===== src/rtl/conv_sched_pkg.sv =====
// rtl/conv_sched_pkg.sv - shared constants, state type and step helper for the selector sequencer
package conv_sched_pkg;

    localparam int CNT_MAX = 32;
    localparam int POS_MAX = 9;
    localparam int CNT_W   = 5;
    localparam int POS_W   = 4;
    localparam int NF_W    = 8;

    typedef enum logic [1:0] {
        IDLE  = 2'd0,
        PRIME = 2'd1,
        RUN   = 2'd2,
        DONE  = 2'd3
    } sched_state_t;

    // The last step of a pass sequence is the one on which the selector reloads its frame register
    function automatic logic is_load_step(input logic [CNT_W-1:0] cnt, input logic [POS_W-1:0] pos);
        return (cnt == CNT_W'(CNT_MAX - 1)) && (pos == POS_W'(POS_MAX - 1));
    endfunction

endpackage


===== src/rtl/conv_step_counter.sv =====
// rtl/conv_step_counter.sv - nested pos (inner) / cnt (outer) step counter with wrap flag
module conv_step_counter
    import conv_sched_pkg::*;
(
    input  logic             clk,
    input  logic             rst_b,
    input  logic             advance,
    output logic [CNT_W-1:0] cnt,
    output logic [POS_W-1:0] pos,
    output logic             wrap
);

    // The wrap step is the frame-load step, so callers use it to act on frame boundaries
    assign wrap = advance && is_load_step(cnt, pos);

    // Step the pair on advance: pos wraps first, carrying into cnt; both wrap together at the end
    always_ff @(posedge clk or negedge rst_b) begin
        if (!rst_b) begin
            cnt <= '0;
            pos <= '0;
        end else if (advance) begin
            if (pos == POS_W'(POS_MAX - 1)) begin
                pos <= '0;
                if (cnt == CNT_W'(CNT_MAX - 1)) begin
                    cnt <= '0;
                end else begin
                    cnt <= cnt + CNT_W'(1);
                end
            end else begin
                pos <= pos + POS_W'(1);
            end
        end
    end

endmodule


===== src/rtl/conv_select_sched.sv =====
// rtl/conv_select_sched.sv - en/cnt/pos step sequencer for the 14x10 window selector
module conv_select_sched
    import conv_sched_pkg::*;
(
    input  logic             clk,
    input  logic             rst_b,
    input  logic             start,
    input  logic [NF_W-1:0]  num_frames,
    input  logic             frame_valid,
    output logic             frame_ack,
    input  logic             down_ready,
    output logic             sel_en,
    output logic [CNT_W-1:0] sel_cnt,
    output logic [POS_W-1:0] sel_pos,
    output logic             res_valid,
    output logic             res_last,
    output logic             busy,
    output logic             done
);

    sched_state_t     state;
    sched_state_t     state_n;
    logic [NF_W-1:0]  frames_left;
    logic [CNT_W-1:0] cnt;
    logic [POS_W-1:0] pos;
    logic             wrap;
    logic             issue;
    logic             at_load;
    logic             final_frame;
    logic             last_step;

    conv_step_counter u_step (
        .clk     (clk),
        .rst_b   (rst_b),
        .advance (issue),
        .cnt     (cnt),
        .pos     (pos),
        .wrap    (wrap)
    );

    assign at_load     = is_load_step(cnt, pos);
    assign final_frame = (frames_left == NF_W'(1));
    assign busy        = (state != IDLE);
    assign done        = (state == DONE);

    // State register
    always_ff @(posedge clk or negedge rst_b) begin
        if (!rst_b) begin
            state <= IDLE;
        end else begin
            state <= state_n;
        end
    end

    // Next state and step issue; a load step of a non-final frame also needs the next frame present
    always_comb begin
        state_n   = state;
        sel_en    = 1'b0;
        frame_ack = 1'b0;
        sel_cnt   = cnt;
        sel_pos   = pos;
        issue     = 1'b0;
        last_step = 1'b0;
        case (state)
            IDLE: begin
                if (start) begin
                    state_n = (num_frames == '0) ? DONE : PRIME;
                end
            end
            PRIME: begin
                sel_cnt = CNT_W'(CNT_MAX - 1);
                sel_pos = POS_W'(POS_MAX - 1);
                if (frame_valid) begin
                    sel_en    = 1'b1;
                    frame_ack = 1'b1;
                    state_n   = RUN;
                end
            end
            RUN: begin
                issue  = down_ready && (!at_load || final_frame || frame_valid);
                sel_en = issue;
                if (wrap) begin
                    if (final_frame) begin
                        last_step = 1'b1;
                        state_n   = DONE;
                    end else begin
                        frame_ack = 1'b1;
                    end
                end
            end
            DONE: begin
                state_n = IDLE;
            end
            default: begin
                state_n = IDLE;
            end
        endcase
    end

    // Batch frame counter: loaded on an accepted start, consumed by each mid-batch frame load
    always_ff @(posedge clk or negedge rst_b) begin
        if (!rst_b) begin
            frames_left <= '0;
        end else if (state == IDLE && start && num_frames != '0) begin
            frames_left <= num_frames;
        end else if (state == RUN && wrap && !final_frame) begin
            frames_left <= frames_left - NF_W'(1);
        end
    end

    // Result flags lag the issued step by one cycle to line up with the selector outputs
    always_ff @(posedge clk or negedge rst_b) begin
        if (!rst_b) begin
            res_valid <= 1'b0;
            res_last  <= 1'b0;
        end else begin
            res_valid <= issue;
            res_last  <= last_step;
        end
    end

endmodule


===== config.mk =====
export PLATFORM = sky130hd
export DESIGN_NAME = conv_select_sched
export DESIGN_NICKNAME = d
export VERILOG_FILES = /design/src/rtl/conv_sched_pkg.sv /design/src/rtl/conv_step_counter.sv /design/src/rtl/conv_select_sched.sv
export SDC_FILE = /design/constraint.sdc
export NUM_CORES = 1
export LEC_CHECK = 0
export CAP_MARGIN = 20
export CORE_ASPECT_RATIO = 1.4
export CORE_UTILIZATION = 30
export DETAILED_ROUTE_END_ITERATION = 16
export HOLD_SLACK_MARGIN = 0.05
export MAX_ROUTING_LAYER = met4
export PLACE_DENSITY_LB_ADDON = 0.12
export SETUP_SLACK_MARGIN = 0.15
export SYNTH_ARGS = -nofsm -noshare
export SYNTH_HDL_FRONTEND = slang
export SYNTH_SLANG_ARGS = --single-unit

===== constraint.sdc =====
create_clock -name clk -period 6.9 [get_ports clk]
set_clock_uncertainty 0.1 [all_clocks]
set_input_delay 1.725 -clock clk [delete_from_list [all_inputs] [get_ports clk]]
set_output_delay 1.725 -clock clk [all_outputs]
set_load 0.01 [all_outputs]

Word-level counts from Yosys, hierarchy flattened
Cells that the tools add are included.

storage, ports and cells
  bits of input ports = 13
  output and inout port bits = 15
  logic and storage cells = 58
  bits in registers = 21

operators by class
  reduce and logical (&&, ||, !) cells = 18
  muxes and demuxes = 21
  eq/ne operators = 10
  $add $sub $neg = 3

operator list
  cell                                              count
  two-way mux 8 bit                                 2
  two-way mux 2 bit                                 5
  two-way mux 5 bit                                 2
  == test 8 x 1 -> 1 bit, second input constant     1
  zero test 8 bit                                   1
  two-way mux 4 bit                                 2
  != test 2 bit, second input constant              4
  case mux 2 bit (4 select lines)                   1
  nonzero test 8 bit                                1
  subtractor 8 x 1 -> 8 bit, second input constant  1
  logical AND 1 bit                                 7
  two-way mux 1 bit                                 7
  adder 5 x 1 -> 5 bit, second input constant       1
  == test 5 bit, second input constant              1
  adder 4 x 1 -> 4 bit, second input constant       1
  == test 2 bit, second input constant              2
  == test 4 bit, second input constant              1
  case mux 1 bit (2 select lines)                   2
  AND reduction 4 bit                               1
  nonzero test 2 bit                                2
  == test 2 x 1 -> 1 bit, second input constant     1
  zero test 1 bit                                   2
  zero test 2 bit                                   1
  logical OR 1 bit                                  2
  AND reduction 2 bit                               1

Depth between registers and ports, before layout
  depth after elaboration = 12
  gate-level depth with buffers = 8
  mapped depth without buffers = 8

Cells and area by module
Synthesis repeated with hierarchy kept, for this count alone.

unflattened totals
  cell total of the unflattened synthesis = 149
  area, all modules = 1405.1 um2

by module, submodules not included
  module             area each (um2)  seq. area each (um2)  cells an instance  instances
  conv_select_sched  890.9            300.3                 100                1
  conv_step_counter  514.2            225.2                 49                 1

Worst setup path before layout
No wires, ideal clock.

  path type = input-to-output
  start = input port down_ready
  end = output port frame_ack
  data required time = 5075 ps
  arrival time = 2500 ps
  stages on the path = 4
  path buffers = 1
  slack = 2575 ps
  path through = nand3_1 -> a211o_1 -> buf_6 -> a21boi_0

on the way
  longest elaborated chain between the ends = 5

ends and longest elaborated chain
  element                          RTL line                 RTL
  start: declaration               conv_select_sched.sv:11  input logic down_ready,
  logical AND 1 bit                conv_select_sched.sv:80  issue = down_ready && (!at_load || final_frame || frame_valid);
  two-way mux 1 bit                conv_select_sched.sv:64  case (state)
  logical AND 1 bit                conv_step_counter.sv:14  assign wrap = advance && is_load_step(cnt, pos);
  two-way mux 1 bit                conv_select_sched.sv:82  if (wrap) begin
  case mux 1 bit (2 select lines)  conv_select_sched.sv:64
  end: declaration                 conv_select_sched.sv:10  output logic frame_ack,

No other way between the ends.

Worst setup path after layout
Ends and elaborated chain as after synthesis.

==> qor.txt <==
Post-synthesis cell type count: 43
Crit path cell chain: clkdlybuf4s50_1 -> nand3_1 -> a211o_1 -> a21boi_0 -> clkdlybuf4s50_1
Total grt overflow: 0
Storage cell area: 525.5 sq um
Final Cycle Share: 79.94%
P_leak: 0.7976 nW
Clock share of power: 12.5%
Cell Rows: 28
Gate power share: 52.9%
Crit. Startpoint: down_ready
CP Capture Type: output pin
Largest net degree at the start of global routing: 22
Iter 0 DRT Violations: 34
Most used cell, CP: clkdlybuf4s50_1
Number of inserted diodes: 0
Hold Violations, Final: 0
DRT antenna net count: 0
Area after DPL: 1714 sq um
Setup violations, final: 0
Placeable core region: 4344 sq um
FILL cells: 477
Post-cts resize count: 0
Clk buf depth: 2
Wirelength per Cell: 14.01 um
Async S/R FF share, synth: 100.0%
Crit Path Category: primary input to output pin
Max-slew violation count: 0
Primary FF master, synth: dfrtp_1
Final instance area: 1788 sq um
Max-cap check violation count: 0
Syn avg cell area: 9.578 sq um
Vias: 1192
Buf/Inv on CP: 2
Fmax: 181.3 MHz
# nets final: 199
Routability congestion estimate: 0.8096
P_int: 0.3905 mW
Worst-margin pin slew: 0.6410 ns
R2R cell count: 7
Worst Setup Slack, final: 1.384 ns
TritonCTS clock tree: done
I/O pins: 28
Flop2flop setup slack: 4.31 ns
Layout Utilization: 41.16%
H-tree depth: 1
Post-synth EDFFs: 0
Yosys reg bits: 21
Vias in the first global route: 1169
Post-layout min period: 5.516 ns
Layout cells sized above 1: 11.49%
Crit path to: frame_ack
Die height: 82.51 um
Hold buffers post-CTS: 0
Worst path max stage delay: 0.59 ns
Routed Wire Length: 3279 um
Reg2reg end: frames_left[7]
Peak supply drop: 0.0001168 V
Hold Crit Class: register to register
Fraction of the yosys area taken by sequential cells: 37.84%
Final total negative setup slack: 0 ns
Synth Net Count: 169
Die Footprint: 4909 sq um
Clk Latency, worst-skew pair: 0.26 ns
CP Data Arrival Time: 3.69 ns
PortBufs: 27
Mapped cell area: 1389 sq um
Worst Setup Start Kind: primary input
First-pass GRT wire length: 5464 um
Synth Warn #: 0
Pre-CTS WS: 1.395 ns
Reg power frac: 34.5%
CP max stage cell: clkdlybuf4s50_1
Die width: 59.51 um
TritonCTS Buffers: 3
Multi-input logic area: 798.3 sq um
Root Buffer: clkbuf_8
Vias per cell: 5.094
Antenna violations before repair: 0
DP HPWL: 2543 um
P&R area growth vs syn: 28.74%
WP data required: 5.08 ns
Initial DRT Pass Iterations: 4
Clk sink count: 21
Initial core utilization: 31.97%
Crit path max fanout: 13
Drc violations: 0
P_sw: 0.2590 mW
Slew headroom: 57.14%
RSZ-0062 raised after global routing: no
Clock slew at reported path FFs: 0.08 ns
RR Startpoint: u_step.cnt[0]
Net Sw Frac: 39.87%
Post-CTS Setup Bufs: 0
Status: completed
Pwr dens: 363.2 nW/um^2
Stages on worst setup path: 5
GRT Total Usage: 15.12%
Family with the most delay on the worst path: buffers and inverters
Fin cells: 234
Dpl cells: 229
Cells after synthesis: 145
[sequential cells by signal, indices dropped and copies added, names as in the netlist]
| name | cells |
|---|---|
| frames_left | 8 |
| u_step.cnt | 5 |
| u_step.pos | 4 |
| state | 2 |
| res_last | 1 |
| res_valid | 1 |
[layout make-up]
cell class,count,area share [%]
Multi-Input combinational cell,109,44.65
Clock inverter,1,0.2799
Tap cell,60,4.199
Inverter,12,2.519
Timing Repair Buffer,28,16.66
Clock buffer,3,2.309
Sequential cell,21,29.39
[worst min-delay path by stage]
stage | endpoint | startpoint | slack [ns] | cells past startpoint
2_1_floorplan | u_step.cnt[4] | u_step.cnt[4] | 0.40 | 1
3_3_place_gp | u_step.cnt[4] | u_step.cnt[4] | 0.42 | 1
3_5_place_dp | u_step.cnt[4] | u_step.cnt[4] | 0.43 | 1
4_1_cts | u_step.cnt[4] | u_step.cnt[4] | 0.45 | 1
5_1_grt | u_step.cnt[4] | u_step.cnt[4] | 0.46 | 1
6_report | u_step.cnt[4] | u_step.cnt[4] | 0.44 | 1
[metal layers]
layer	vias to the layer above	wire [um]	part of all wire (%)	global-route usage, %
met2	23	1727	53	25.73
met1	569	1406	43	18.60
met4	0	34	1.0	4.884
met3	4	110	3.4	1.713
li1	596	-	-	-
met5	-	0	0	-
[cells by family (layout without fill, tap and decap cells)]
group / Yosys count / count (layout) / share of synthesized area, %
muxes: 6 / 6 / 4.685
DFF: 21 / 21 / 37.84
adders and majority gates: 11 / 11 / 9.910
xor gates and xnor gates: 1 / 1 / 0.6307
and+or+nand+nor: 61 / 61 / 26.67
buffers and inverters: 15 / 44 / 4.684
AOI/OAI and AO/OA: 30 / 30 / 15.59
[cells in the final DEF, fill, tap and decap left out, drive strengths merged, types with 5 or more instances in the layout]
cell           count
o31ai              5
inv               12
ha                11
nand2              7
nor2              15
or2                7
a31oi              7
dfrtp             21
clkdlybuf4s50     27
or4                6
[power by group through the flow]
stage / clock [mW] / sequential, mW / combinational [mW]
global placement: 0 / 0.223 / 0.340
global route: 0.0917 / 0.234 / 0.383
floorplan: 0 / 0.213 / 0.212
finish: 0.0814 / 0.224 / 0.344
CTS: 0.0848 / 0.224 / 0.346
detailed placement: 0 / 0.226 / 0.345
[through the flow]
stage                     hold WS (ns)  power [mW]
final                           0.4408      0.6494
after global routing            0.4581      0.7088
after CTS                       0.4485      0.6546
after detailed placement        0.4281      0.5711
after global placement          0.4248      0.5636
after floorplan                 0.4003      0.4247
[Yosys cell counts, types with 2 or more instances]
cell / n / area, sq um
dfrtp_1: 21 / 525.5
a211o_1: 3 / 26.28
nor3b_1: 2 / 15.01
o31ai_1: 5 / 37.54
or2_2: 6 / 37.54
nand3_1: 4 / 20.02
and3_1: 2 / 12.51
o41ai_1: 2 / 17.52
inv_1: 12 / 45.04
nand2_1: 7 / 26.28
a31oi_1: 7 / 43.79
nor2_1: 15 / 56.30
nor3_1: 3 / 15.01
or4_1: 5 / 37.54
a211oi_1: 2 / 15.01
o21ai_0: 4 / 20.02
ha_1: 11 / 137.6
or3_1: 3 / 18.77
a21oi_1: 2 / 10.01
mux2i_1: 2 / 20.02
mux2_2: 4 / 45.04
a21boi_0: 2 / 15.01
Power figures use the tool's default switching activity.
